<file path="config.mk">
export PLATFORM = sky130hd
export DESIGN_NAME = mem_arbiter
export DESIGN_NICKNAME = d
export VERILOG_FILES = /design/src/rtl/apple1_mem_pkg.sv /design/src/rtl/mem_eraser.sv /design/src/rtl/mem_arbiter.sv
export SDC_FILE = /design/constraint.sdc
export NUM_CORES = 1
export LEC_CHECK = 0
export ABC_AREA = 1
export CAP_MARGIN = 20
export CORE_UTILIZATION = 26
export DETAILED_ROUTE_END_ITERATION = 8
export HOLD_SLACK_MARGIN = 0.08
export PLACE_DENSITY = 0.8
export SYNTH_ARGS = -nofsm -noshare
export SYNTH_HDL_FRONTEND = slang
export SYNTH_SLANG_ARGS = --single-unit
</file>
<file path="constraint.sdc">
create_clock -name clk_sys -period 1 [get_ports clk_sys]
set_input_delay 0.15 -clock clk_sys [delete_from_list [all_inputs] [get_ports clk_sys]]
set_output_delay 0.15 -clock clk_sys [all_outputs]
set_load 0.01 [all_outputs]
</file>
<file path="src/rtl/apple1_mem_pkg.sv">
// Shared types and default constants for the Apple-1 memory arbiter and its eraser.
package apple1_mem_pkg;

    localparam int unsigned ADDR_W = 16;
    localparam int unsigned DATA_W = 8;

    localparam logic [ADDR_W-1:0] ERASE_END_DEFAULT   = 16'hBFFF;
    localparam logic [DATA_W-1:0] ERASE_VALUE_DEFAULT = 8'h00;

    typedef enum logic [1:0] {
        IDLE  = 2'd0,
        SWEEP = 2'd1,
        DONE  = 2'd2
    } erase_state_e;

    typedef enum logic [1:0] {
        GNT_NONE  = 2'd0,
        GNT_DL    = 2'd1,
        GNT_ERASE = 2'd2,
        GNT_CPU   = 2'd3
    } grant_e;

    typedef struct packed {
        logic [ADDR_W-1:0] addr;
        logic [DATA_W-1:0] data;
        logic              wr;
    } ram_req_t;

endpackage

</file>
<file path="src/rtl/mem_eraser.sv">
// Memory sweeper: writes ERASE_VALUE from 0 up to ERASE_END, one address per granted cycle.
// Only built when MEM_ARBITER_ERASER_EN is defined.
`ifdef MEM_ARBITER_ERASER_EN
module mem_eraser
    import apple1_mem_pkg::*;
#(
    parameter logic [ADDR_W-1:0] ERASE_END   = ERASE_END_DEFAULT,
    parameter logic [DATA_W-1:0] ERASE_VALUE = ERASE_VALUE_DEFAULT
) (
    input  logic              clk_sys,
    input  logic              reset,
    input  logic              start,
    input  logic              advance,
    output logic              req,
    output logic [ADDR_W-1:0] addr,
    output logic [DATA_W-1:0] data,
    output logic              busy
);

    erase_state_e      state_q, state_d;
    logic [ADDR_W-1:0] cnt_q, cnt_d;

    // Counter only moves when the arbiter actually gave us the RAM this cycle.
    always_comb begin
        state_d = state_q;
        cnt_d   = cnt_q;
        case (state_q)
            IDLE, DONE: begin
                if (start) begin
                    state_d = SWEEP;
                    cnt_d   = '0;
                end
            end
            SWEEP: begin
                if (advance) begin
                    if (cnt_q == ERASE_END) begin
                        state_d = DONE;
                    end else begin
                        cnt_d = cnt_q + ADDR_W'(1);
                    end
                end
            end
            default: state_d = DONE;
        endcase
    end

    always_ff @(posedge clk_sys or posedge reset) begin
        if (reset) begin
            state_q <= SWEEP;
            cnt_q   <= '0;
        end else begin
            state_q <= state_d;
            cnt_q   <= cnt_d;
        end
    end

    assign req  = (state_q == SWEEP);
    assign busy = (state_q == SWEEP);
    assign addr = cnt_q;
    assign data = ERASE_VALUE;

endmodule
`endif

</file>
<file path="src/rtl/mem_arbiter.sv">
// Single-port RAM arbiter: downloader > eraser > CPU, with a one-cycle CPU read hold/bypass.
// Define MEM_ARBITER_ERASER_EN to include the mem_eraser sweeper.
module mem_arbiter
    import apple1_mem_pkg::*;
#(
    parameter logic [ADDR_W-1:0] ERASE_END   = ERASE_END_DEFAULT,
    parameter logic [DATA_W-1:0] ERASE_VALUE = ERASE_VALUE_DEFAULT
) (
    input  logic              clk_sys,
    input  logic              reset,
    input  logic              dl_req,
    input  logic [ADDR_W-1:0] dl_addr,
    input  logic [DATA_W-1:0] dl_data,
    output logic              dl_ack,
    input  logic              cpu_clken,
    input  logic [ADDR_W-1:0] cpu_addr,
    input  logic [DATA_W-1:0] cpu_dout,
    input  logic              cpu_rd,
    input  logic              cpu_wr,
    output logic [DATA_W-1:0] cpu_din,
    output logic              cpu_stall,
    input  logic              erase_start,
    output logic              erase_busy,
    output logic [ADDR_W-1:0] ram_addr,
    output logic [DATA_W-1:0] ram_din,
    output logic              ram_wr,
    output logic              ram_ena,
    input  logic [DATA_W-1:0] ram_dout
);

    grant_e            gnt_c;
    ram_req_t          req_c;
    logic              cpu_valid_c;
    logic              er_req;
    logic              er_busy;
    logic              er_advance;
    logic [ADDR_W-1:0] er_addr;
    logic [DATA_W-1:0] er_data;
    logic              rd_pending_q, rd_pending_d;
    logic [DATA_W-1:0] hold_q, hold_d;

    assign cpu_valid_c = cpu_clken & (cpu_rd | cpu_wr);
    assign er_advance  = (gnt_c == GNT_ERASE);

`ifdef MEM_ARBITER_ERASER_EN
    mem_eraser #(
        .ERASE_END   (ERASE_END),
        .ERASE_VALUE (ERASE_VALUE)
    ) u_eraser (
        .clk_sys (clk_sys),
        .reset   (reset),
        .start   (erase_start),
        .advance (er_advance),
        .req     (er_req),
        .addr    (er_addr),
        .data    (er_data),
        .busy    (er_busy)
    );
`else
    logic unused_cfg;
    assign unused_cfg = ^{erase_start, ERASE_END, ERASE_VALUE, er_advance};
    assign er_req     = 1'b0;
    assign er_busy    = 1'b0;
    assign er_addr    = '0;
    assign er_data    = '0;
`endif

    // Fixed priority; nobody owns the RAM while reset is held.
    always_comb begin
        gnt_c = GNT_NONE;
        if (reset) begin
            gnt_c = GNT_NONE;
        end else if (dl_req) begin
            gnt_c = GNT_DL;
        end else if (er_req) begin
            gnt_c = GNT_ERASE;
        end else if (cpu_valid_c) begin
            gnt_c = GNT_CPU;
        end
    end

    always_comb begin
        req_c = '0;
        case (gnt_c)
            GNT_DL:    req_c = '{addr: dl_addr,  data: dl_data,  wr: 1'b1};
            GNT_ERASE: req_c = '{addr: er_addr,  data: er_data,  wr: 1'b1};
            GNT_CPU:   req_c = '{addr: cpu_addr, data: cpu_dout, wr: cpu_wr};
            default:   req_c = '0;
        endcase
    end

    assign ram_addr   = req_c.addr;
    assign ram_din    = req_c.data;
    assign ram_wr     = req_c.wr;
    assign ram_ena    = (gnt_c != GNT_NONE);
    assign dl_ack     = (gnt_c == GNT_DL);
    assign erase_busy = er_busy;
    assign cpu_stall  = er_busy | (cpu_valid_c & (gnt_c != GNT_CPU));

    // RAM data lands one cycle after a granted read; capture it so later cycles keep it.
    always_comb begin
        rd_pending_d = (gnt_c == GNT_CPU) & ~cpu_wr;
        hold_d       = rd_pending_q ? ram_dout : hold_q;
    end

    always_ff @(posedge clk_sys or posedge reset) begin
        if (reset) begin
            rd_pending_q <= 1'b0;
            hold_q       <= '0;
        end else begin
            rd_pending_q <= rd_pending_d;
            hold_q       <= hold_d;
        end
    end

    assign cpu_din = rd_pending_q ? ram_dout : hold_q;

endmodule
</file>
==> impl_results.md, run 1 <==
* Max clock buf depth at 2
* Dpl ws at -0.942 ns
* Failing checks: negative setup slack
* Tot GR Track Use at 24.7%
* Post-DRT Antenna Nets at 0
* H-tree levels at 1
* Pwr Density at 855 nW/um2
* Post-DR wirelength/cell at 14.6 um
* Crit path DAT at 1.15 ns
* Final worst slack at -0.305 ns
* Synth warn at 0
* Die ar. at roughly 3400 um2
* CP Capture Type: output port
* Avg Inst Size Synth at 6.38 um2
* Worst path slowest cell: dfrtp_2
* Setup tns final at -4.29 ns
* Pre-Repair DR Iteration Count at 4
* Drc violations at 0
* Grt total ovfl at 0
* Port Buffers at 97
* Critical path class: register to output port
* CTS tree: done
* Final worst-path cycle share at 130%
* # rows at 20
* Root buf cell: clkbuf_4
* Vias at 1,414
* Total routed wirelength at around 4.4 mm
* Flops & latches, synth at 9
* Pin count of the biggest net entering global routing at 26
* Boundary pin count at 100
* DP Wirelength at 2.66 mm
* Final Skew at 0.00137 ns
* CP max stage delay at 0.43 ns
* Startpoint types: register
* Clk sink count at 9
* Vias in the first global route at ~1.4k
* Die X at 58.7 um
* Leading area contributor after synthesis: dfrtp_1
* Area share of and/or/nand/nor cells after synthesis at roughly 50%
* Worst hold slack at 0.128 ns
* # nets final at between 300 and 400
* Syn Inst Count at 131
* Static leakage at 1.20 nW
* Sequential cell area fraction in the yosys report at 26.9%
* Cell breakdown of the critical path: buf_6, nand2_2, o21ai_4, buf_2
* Area after DPL at 1900 um2
* Placed cells at 275
* Chip height at 58.7 um
* Max-slew violations at 0
* Fmax at ~770 MHz
* Starting Density at 27.4%
* Clk pin slew, worst setup/hold paths at 0.07 ns
* Initial antenna violation count at 0
* First-pass GRT wire length at 6.32 mm
* Post-Synth Adder-Cell Area at 0%
* Core Footprint at approximately 3000 um2
* Xor-xnor portion of the synthesized cell area at 0%
* Worst min-delay path class: input pin to register
* Largest family of logic cells by synthesized area: simple AND/OR/NAND/NOR gates
* Fraction of layout cells with a size suffix above 1 at between 40 and 50%
* Distinct cell type count after synthesis at 17
* Syn Nets at 194
* Cts bufs inserted at 3
* Top post-synthesis cells by area: dfrtp_1 (27%), nand2_1 (24%), nand4_1 (19%)
* DR iter-0 viols at 39
* Post-synthesis mux area share at 0%
* Vias/cell at 4.65
* Hold Vio Cnt, Final at 0
* Status: finished with violations
* Final number of setup-violating endpoints at 35
* Tmin final at 1.30 ns
* Compound-Gate Fraction of Synth Area at 5.39%
* Skew-Pair Late Insertion Delay at 0.28 ns
* Post-synth top area share at 26.9%
* Worst vdd ir at between 0.3 and 0.4 mV
* Design area at about 2200 um2
* CP required at 0.85 ns
* Ant diodes at 0
* Unrepaired setup endpoints after global routing: yes
* Area Growth Syn to Fin at 168%
* Netlist Area Pre-Place at 836 um2
* Global placer's final weighted congestion at 0.717
* Fin cells at 304
* Crit Path Max Fanout at 8
* # Max-Cap Violations at 0
-- layer usage --
metal | global-route usage, % | routed length, um
met1 | 27.3 | 1670
met2 | 47.5 | 2510
met3 | 3.96 | 212
met4 | 8.16 | 58
met5 | 0 | 0
-- worst max-delay path, delay by kind of cell, from the launching register on --
kind | cells | cell delay, ns
flip-flops | 1 | 0.43
buffers and inverters | 2 | 0.29
AND/OR/NAND/NOR | 1 | 0.08
AO/OA/AOI/OAI | 1 | 0.06
-- final cells by class --
cell class | count | area (um2)
Timing Repair Buffer | 133 | 1240
Fill cell | 238 | 816
Timing Repair inverter | 3 | 43.8
Sequential cell | 9 | 226
Inverter | 13 | 73.8
Tap cell | 44 | 55.1
Multi-Input combinational cell | 98 | 566
Clock inverter | 1 | 5.00
Clock buffer | 3 | 22.5
-- stage by stage --
stage	utilization (%)	power, mW
2_1_floorplan	-	0.764
3_3_place_gp	62.3	1.41
3_5_place_dp	62.3	1.43
4_1_cts	71.4	1.85
5_1_grt	73.3	2.01
6_report	73.3	1.91
-- power breakdown --
| part | switching, mW | internal (mW) | total (mW) |
|---|---|---|---|
| logic | 0.485 | 0.655 | 1.14 |
| registers | 0.0235 | 0.441 | 0.465 |
| clock network | 0.158 | 0.149 | 0.307 |
| total | 0.667 | 1.24 | 1.91 |
-- state kept, by name (all words and copies together), names as in the netlist --
signal,count
rd_pending_q,1
hold_q,8
-- cell usage in the layout, fill, tap and decap left out, types with 2 or more instances in the layout --
cell             count
dfrtp_1              8
clkbuf_4             3
inv_8                2
buf_2               34
buf_16               2
buf_12               4
nand2_2             17
o21ai_2              8
inv_4                2
nand2_1             40
nand4_1             25
clkdlybuf4s50_1     50
buf_4               14
nand2_4              2
dlymetal6s2s_1       5
buf_8                3
clkinv_8             2
inv_1                9
buf_6               18
-- kinds of logic after synthesis --
family                 after synthesis
AND/OR/NAND/NOR                     88
buffers and inverters               24
flip-flops                           9
other                                1
AO/OA/AOI/OAI                        9
-- cells in the mapped netlist --
cell type	count
nor2_1	1
inv_1	11
nand2_2	5
buf_8	1
nand3_1	1
nand2_1	54
inv_2	1
nand2_4	1
nor2_4	1
buf_4	2
o21ai_0	9
conb_1	1
dfrtp_1	9
buf_2	5
nand4_1	25
inv_4	1
buf_6	3
-- timing repair --
| action | in CTS | in global routing |
|---|---|---|
| setup buffers | 20 | 3 |
| hold endpoints to repair | 9 | 0 |
| gates cloned | 5 | 3 |
| hold buffers | 1 | 0 |
| resized for setup | 216 | 38 |
| pin swaps | 55 | 33 |
| setup endpoints to repair | 42 | 38 |
-- path summary, 6_finish.rpt --
check                             start      endpoint  slack [ns]  depth (start not counted)
max in group asynchronous         reset  rd_pending_q        0.23                          6
hold reg to reg               hold_q[4]     hold_q[4]        0.52                          2
setup reg to reg           rd_pending_q     hold_q[7]       -0.09                          5
hold / removal                   cpu_rd  rd_pending_q        0.13                          3
min in group asynchronous         reset     hold_q[3]        0.63                          6
setup / recovery           rd_pending_q    cpu_din[7]       -0.30                          4
No activity file was read; power rests on OpenSTA's default activity.
==> run 2: changes to the inputs <==
CORE_MARGIN = 5   (was not set)
==> impl_results.md, run 2 (same netlist as run 1, synthesis figures left out) <==
* Hold Vio Cnt, Final at 0 (unchanged)
* Clk pin slew, worst setup/hold paths at 0.06 ns (about the same)
* Pre-Repair DR Iteration Count at 4 (unchanged)
* Internal at 1.25 mW (+0.58%)
* Max clock buf depth at 2 (unchanged)
* Combinational fraction of design power at 60.4% (+0.8 points)
* # nets final at 321 (-0.93%)
* CP Capture Type: output port
* Die X at 66.7 um (+14%)
* Vias/cell at 4.75 (+2.1%)
* Skew-Pair Late Insertion Delay at 0.26 ns (-0.02 ns)
* Vias in the first global route at 1,487 (+9.3%)
* H-tree levels at 1 (unchanged)
* Crit path DAT at 1.21 ns (+0.06 ns)
* CP required at 0.85 ns (about the same)
* Final number of setup-violating endpoints at 34 (-2.9%)
* Startpoint types: register
* Biggest regs: hold_q: 8 flops, rd_pending_q: 1 flops
* Area Growth Syn to Fin at 176%
* Final worst slack at -0.362 ns (-0.0575 ns)
* Seq pwr share at 24.7% (+0.4 points)
* Tot GR Track Use at 19.6% (-5.0 points)
* Global placer's final weighted congestion at 0.755 (+5.4%)
* Highest-count cells in the layout ignoring fill and taps: nand2_1 (45), clkdlybuf4s50_1 (40), buf_2 (28)
* Top reg by flops: hold_q
* Drc violations at 0 (unchanged)
* Cts bufs inserted at 3 (unchanged)
* Max-slew violations at 0 (unchanged)
* Critical path class: register to output port
* DR iter-0 viols at 46 (+18%)
* Footprint of the multi-input gates at 574 um2 (+1.5%)
* Starting Density at 27.2% (-0.22 points)
* Post-DRT Antenna Nets at 0 (unchanged)
* Static leakage at 1.30 nW (+8.6%)
* Fin cells at 301 (-0.99%)
* Tmin final at 1.36 ns (+0.0575 ns)
* Grt total ovfl at 0 (unchanged)
* Sw frac at 33.3% (-1.6 points)
* Fraction of layout cells with a size suffix above 1 at 42.0% (-3.4 points)
* Fmax at 734 MHz (-4.2%)
* # Max-Cap Violations at 0 (unchanged)
* Worst vdd ir at 0.426 mV (+12%)
* Placed cells at 273 (-0.73%)
* Total routed wirelength at 4.65 mm (+4.6%)
* Vias at 1,430 (+1.1%)
* Clock Power Share at 14.9% (-1.2 points)
* Status: finished with violations
* Crit Path Max Fanout at 5 (-3)
* Net load switching power at 0.626 mW (-6.2%)
* FILL cells at 210 (-12%)
* Worst hold slack at 0.125 ns (-0.00231 ns)
* CTS tree: done
* Unrepaired setup endpoints after global routing: yes
* Clk sink count at 9 (unchanged)
* Root buf cell: clkbuf_4
* # rows at 20 (unchanged)
* Pin count of the biggest net entering global routing at 26 (unchanged)
* Register area at 226 um2 (unchanged)
* Die ar. at 4450 um2 (+29%)
* First-pass GRT wire length at 6.67 mm (+5.6%)
* Chip height at 66.7 um (+14%)
* Failing checks: negative setup slack
* Pwr Density at 813 nW/um2 (-4.9%)
* Final worst-path cycle share at 136% (+5.8 points)
* DP Wirelength at 2.74 mm (+3.1%)
* Ant diodes at 0 (unchanged)
* Max reg flops at 8 (unchanged)
* Final Skew at 0.00221 ns (+0.000843 ns)
* Port Buffers at 97 (unchanged)
* Post-DR wirelength/cell at 15.4 um (+5.6%)
* Most common cell after layout, fill and taps aside: nand2_1
* Core Footprint at 3080 um2 (+0.82%)
* Initial antenna violation count at 0 (unchanged)
* Worst min-delay path class: input pin to register
* Setup tns final at -3.70 ns (+0.596 ns)
* Boundary pin count at 100 (unchanged)
-- run 2: through the flow --
stage	total power [mW]	area, um2	setup WS (ns)	utilization (%)
final	1.88	2310	-0.362	75.0
after global routing	1.99	2310	-0.404	75.0
after CTS	1.86	2230	-0.353	72.5
after detailed placement	1.40	1890	-0.932	61.3
after global placement	1.39	1890	-0.905	61.3
after floorplan	0.764	836	-0.0537	-
-- run 2: final timing paths --
check | startpoint | end | slack, ns | cells after the start
max | rd_pending_q | cpu_din[6] | -0.36 | 4
min | cpu_rd | rd_pending_q | 0.13 | 3
max reg2reg | rd_pending_q | hold_q[5] | -0.17 | 6
min reg2reg | hold_q[2] | hold_q[2] | 0.52 | 2
max in group asynchronous | reset | rd_pending_q | 0.45 | 5
min in group asynchronous | reset | hold_q[4] | 0.25 | 5
-- run 2: area by class of cell --
type	count	share of cell area, %
Clock buffer	4	1.14
Inverter	13	3.09
Multi-Input combinational cell	98	24.9
Sequential cell	9	9.80
Tap cell	44	2.38
Timing Repair Buffer	130	57.0
Timing Repair inverter	3	1.68
-- run 2: layer usage --
metal  GRT usage [%]  wire length (um)
met3            3.54               347
met1            20.4              1720
met4            9.14               140
met2            37.4              2440
met5               0                 0
-- run 2: power by group through the flow --
| stage | clock (mW) | sequential [mW] | combinational [mW] |
|---|---|---|---|
| detailed placement | 0 | 0.467 | 0.932 |
| floorplan | 0 | 0.463 | 0.301 |
| finish | 0.280 | 0.463 | 1.13 |
| global route | 0.317 | 0.468 | 1.21 |
| CTS | 0.286 | 0.459 | 1.11 |
| global placement | 0 | 0.465 | 0.921 |
-- run 2: timing repair --
action | CTS | global route
endpoints found under the setup margin | 40 | 37
hold buffers | 1 | 0
endpoints found under the hold margin | 9 | 0
cloned | 5 | 3
gates resized for setup | 224 | 43
pin swaps | 39 | 33
buffers inserted | 18 | 2
-- run 2: worst max-delay path: stages (launching register included) --
cell	delay [ns]
dfrtp_2	0.44
buf_12	0.15
buf_8	0.12
o21ai_4	0.13
buf_6	0.12
==> run 3: changes to the inputs <==
PLACE_DENSITY = 0.79   (was 0.8)
==> impl_results.md, run 3 (same netlist as run 1, synthesis figures left out) <==
* Status: finished with violations
* Failing checks: negative setup slack
* Core Footprint at 3080 um2 (unchanged)
* DP Wirelength at 2.80 mm (+2.2%)
* Max reg flops at 8 (unchanged)
* Die X at 66.7 um (unchanged)
* Root buf cell: clkbuf_4
* Static leakage at 1.14 nW (-12%)
* DR iter-0 viols at 26 (-43%)
* Worst vdd ir at 0.464 mV (+8.9%)
* Initial antenna violation count at 0 (unchanged)
* Cts bufs inserted at 3 (unchanged)
* Die ar. at 4450 um2 (unchanged)
* Placed cells at 272 (-0.37%)
* Fraction of layout cells with a size suffix above 1 at 40.8% (-1.2 points)
* Pin count of the biggest net entering global routing at 26 (unchanged)
* Port Buffers at 97 (unchanged)
* Chip height at 66.7 um (unchanged)
* # nets final at 314 (-2.2%)
* Vias in the first global route at 1,408 (-5.3%)
* Pre-Repair DR Iteration Count at 5 (+1)
* Final Skew at 0.00192 ns (-0.000292 ns)
* CTS tree: done
* CP Capture Type: output port
* Fin cells at 294 (-2.3%)
* Ant diodes at 0 (unchanged)
* Clk pin slew, worst setup/hold paths at 0.07 ns (about the same)
* GRT busiest layer: met2
* Starting Density at 27.2% (unchanged)
* Cell breakdown of the critical path: buf_12, o21ai_4, buf_6
* Vias at 1,358 (-5.0%)
* Unrepaired setup endpoints after global routing: yes
* CP top delay family: flip-flops
* Tmin final at 1.27 ns (-0.0883 ns)
* Worst min-delay path class: input pin to register
* Crit path DAT at 1.12 ns (-0.09 ns)
* Hold Crit Depth at 3 (unchanged)
* CP required at 0.85 ns (about the same)
* Global placer's final weighted congestion at 0.833 (+10%)
* Setup slack, reg-to-reg at -0.07 ns (+0.10 ns)
* Hold Path End: rd_pending_q
* Startpoint types: register
* Worst hold slack at 0.145 ns (+0.0195 ns)
* Post-DR wirelength/cell at 14.5 um (-5.8%)
* Vias/cell at 4.62 (-2.8%)
* Min-delay src: cpu_rd
* CP max stage delay at 0.43 ns (about the same)
* Area Growth Syn to Fin at 172%
* Grt total ovfl at 0 (unchanged)
* Clk sink count at 9 (unchanged)
* Met1 Track Usage GR at 20.6% (+0.16 points)
* Highest-count cells in the layout ignoring fill and taps: clkdlybuf4s50_1 (52), nand2_1 (46), nand4_1 (25)
* Reg2Reg Depth at 5 (-1)
* Boundary pin count at 100 (unchanged)
* Final worst-path cycle share at 127% (-8.8 points)
* CP Buf/Inv Count at 2 (-1)
* Pwr Density at 875 nW/um2 (+7.6%)
* Tot GR Track Use at 18.7% (-0.92 points)
* Top reg by flops: hold_q
* Reg-to-Reg End: hold_q[4]
* Fmax at 785 MHz (+6.9%)
* Total routed wirelength at 4.28 mm (-8.0%)
* H-tree levels at 1 (unchanged)
* Most common cell after layout, fill and taps aside: clkdlybuf4s50_1
* Max clock buf depth at 2 (unchanged)
* # rows at 20 (unchanged)
* Met3 Use GR at 5.23% (+1.7 points)
* Setup tns final at -3.76 ns (-0.0585 ns)
* Worst path slowest cell: dfrtp_2
* RR Startpoint: rd_pending_q
* Crit Path Max Fanout at 8 (+3)
* Met2 GRT Util at 33.3% (-4.1 points)
* Final worst slack at -0.274 ns (+0.0883 ns)
* Max-slew violations at 0 (unchanged)
* Skew-Pair Late Insertion Delay at 0.26 ns (about the same)
* Hold Vio Cnt, Final at 0 (unchanged)
* Final number of setup-violating endpoints at 34 (unchanged)
* Util after Layout at 73.8% (-1.3 points)
* Critical path class: register to output port
* Drc violations at 0 (unchanged)
* Biggest regs: hold_q: 8 flops, rd_pending_q: 1 flops
* # Max-Cap Violations at 0 (unchanged)
* First-pass GRT wire length at 6.37 mm (-4.6%)
* Post-DRT Antenna Nets at 0 (unchanged)
run 3: cell types whose count changed in the layout (fill, tap and decap cells not counted), moves of 3 or more:
cell and delta:
buf_12 -4, dlymetal6s2s_1 -13, clkdlybuf4s50_1 +12, o21ai_2 -3
buf_2 -8, o21ai_4 +4
run 3: repair_timing:
action | CTS | global route
pin swaps | 41 | 31
hold endpoints to repair | 9 | 0
setup endpoints to repair | 40 | 36
buffers inserted | 11 | 3
gates cloned | 6 | 0
gates resized for setup | 218 | 37
hold buffers | 1 | 0
run 3: how the worst max path moves through the flow:
stage	start	end	slack, ns	depth (start not counted)
6_report	rd_pending_q	cpu_din[0]	-0.27	3
5_1_grt	rd_pending_q	cpu_din[3]	-0.32	4
4_1_cts	rd_pending_q	cpu_din[7]	-0.25	4
3_5_place_dp	dl_req	ram_addr[7]	-0.91	6
3_3_place_gp	dl_req	ram_addr[15]	-0.89	6
2_1_floorplan	rd_pending_q	cpu_din[5]	-0.05	2
run 3: where the power goes:
group | switching (mW) | internal [mW]
Combinational | 0.484 | 0.751
Sequential | 0.0213 | 0.441
Clock | 0.136 | 0.154
run 3: area by class of cell:
cell class / count / area, um2
timing repair buffer: 126 / 1300
fill: 232 / 807
multi-input combinational: 98 / 599
sequential: 9 / 226
inverter: 13 / 66.3
tap: 44 / 55.1
clock buffer: 4 / 26.3
run 3: per-layer routing:
layer  vias up  routed length, um
met5         -                  0
met4         0                 97
met3        12                419
met1       605               1530
li1        671                  -
met2        70               2230
run 3: tightest hold or removal path, cell delays in order:
cell and delay (ns):
buf_6 0.10, nand4_1 0.08, inv_1 0.04
run 3: stage by stage:
stage / power (mW) / cell area (um2) / worst slack (ns)
final: 1.99 / 2270 / -0.274
after global routing: 2.10 / 2270 / -0.320
after CTS: 1.76 / 2090 / -0.254
after detailed placement: 1.41 / 1890 / -0.912
after global placement: 1.39 / 1890 / -0.890
after floorplan: 0.764 / 836 / -0.0537
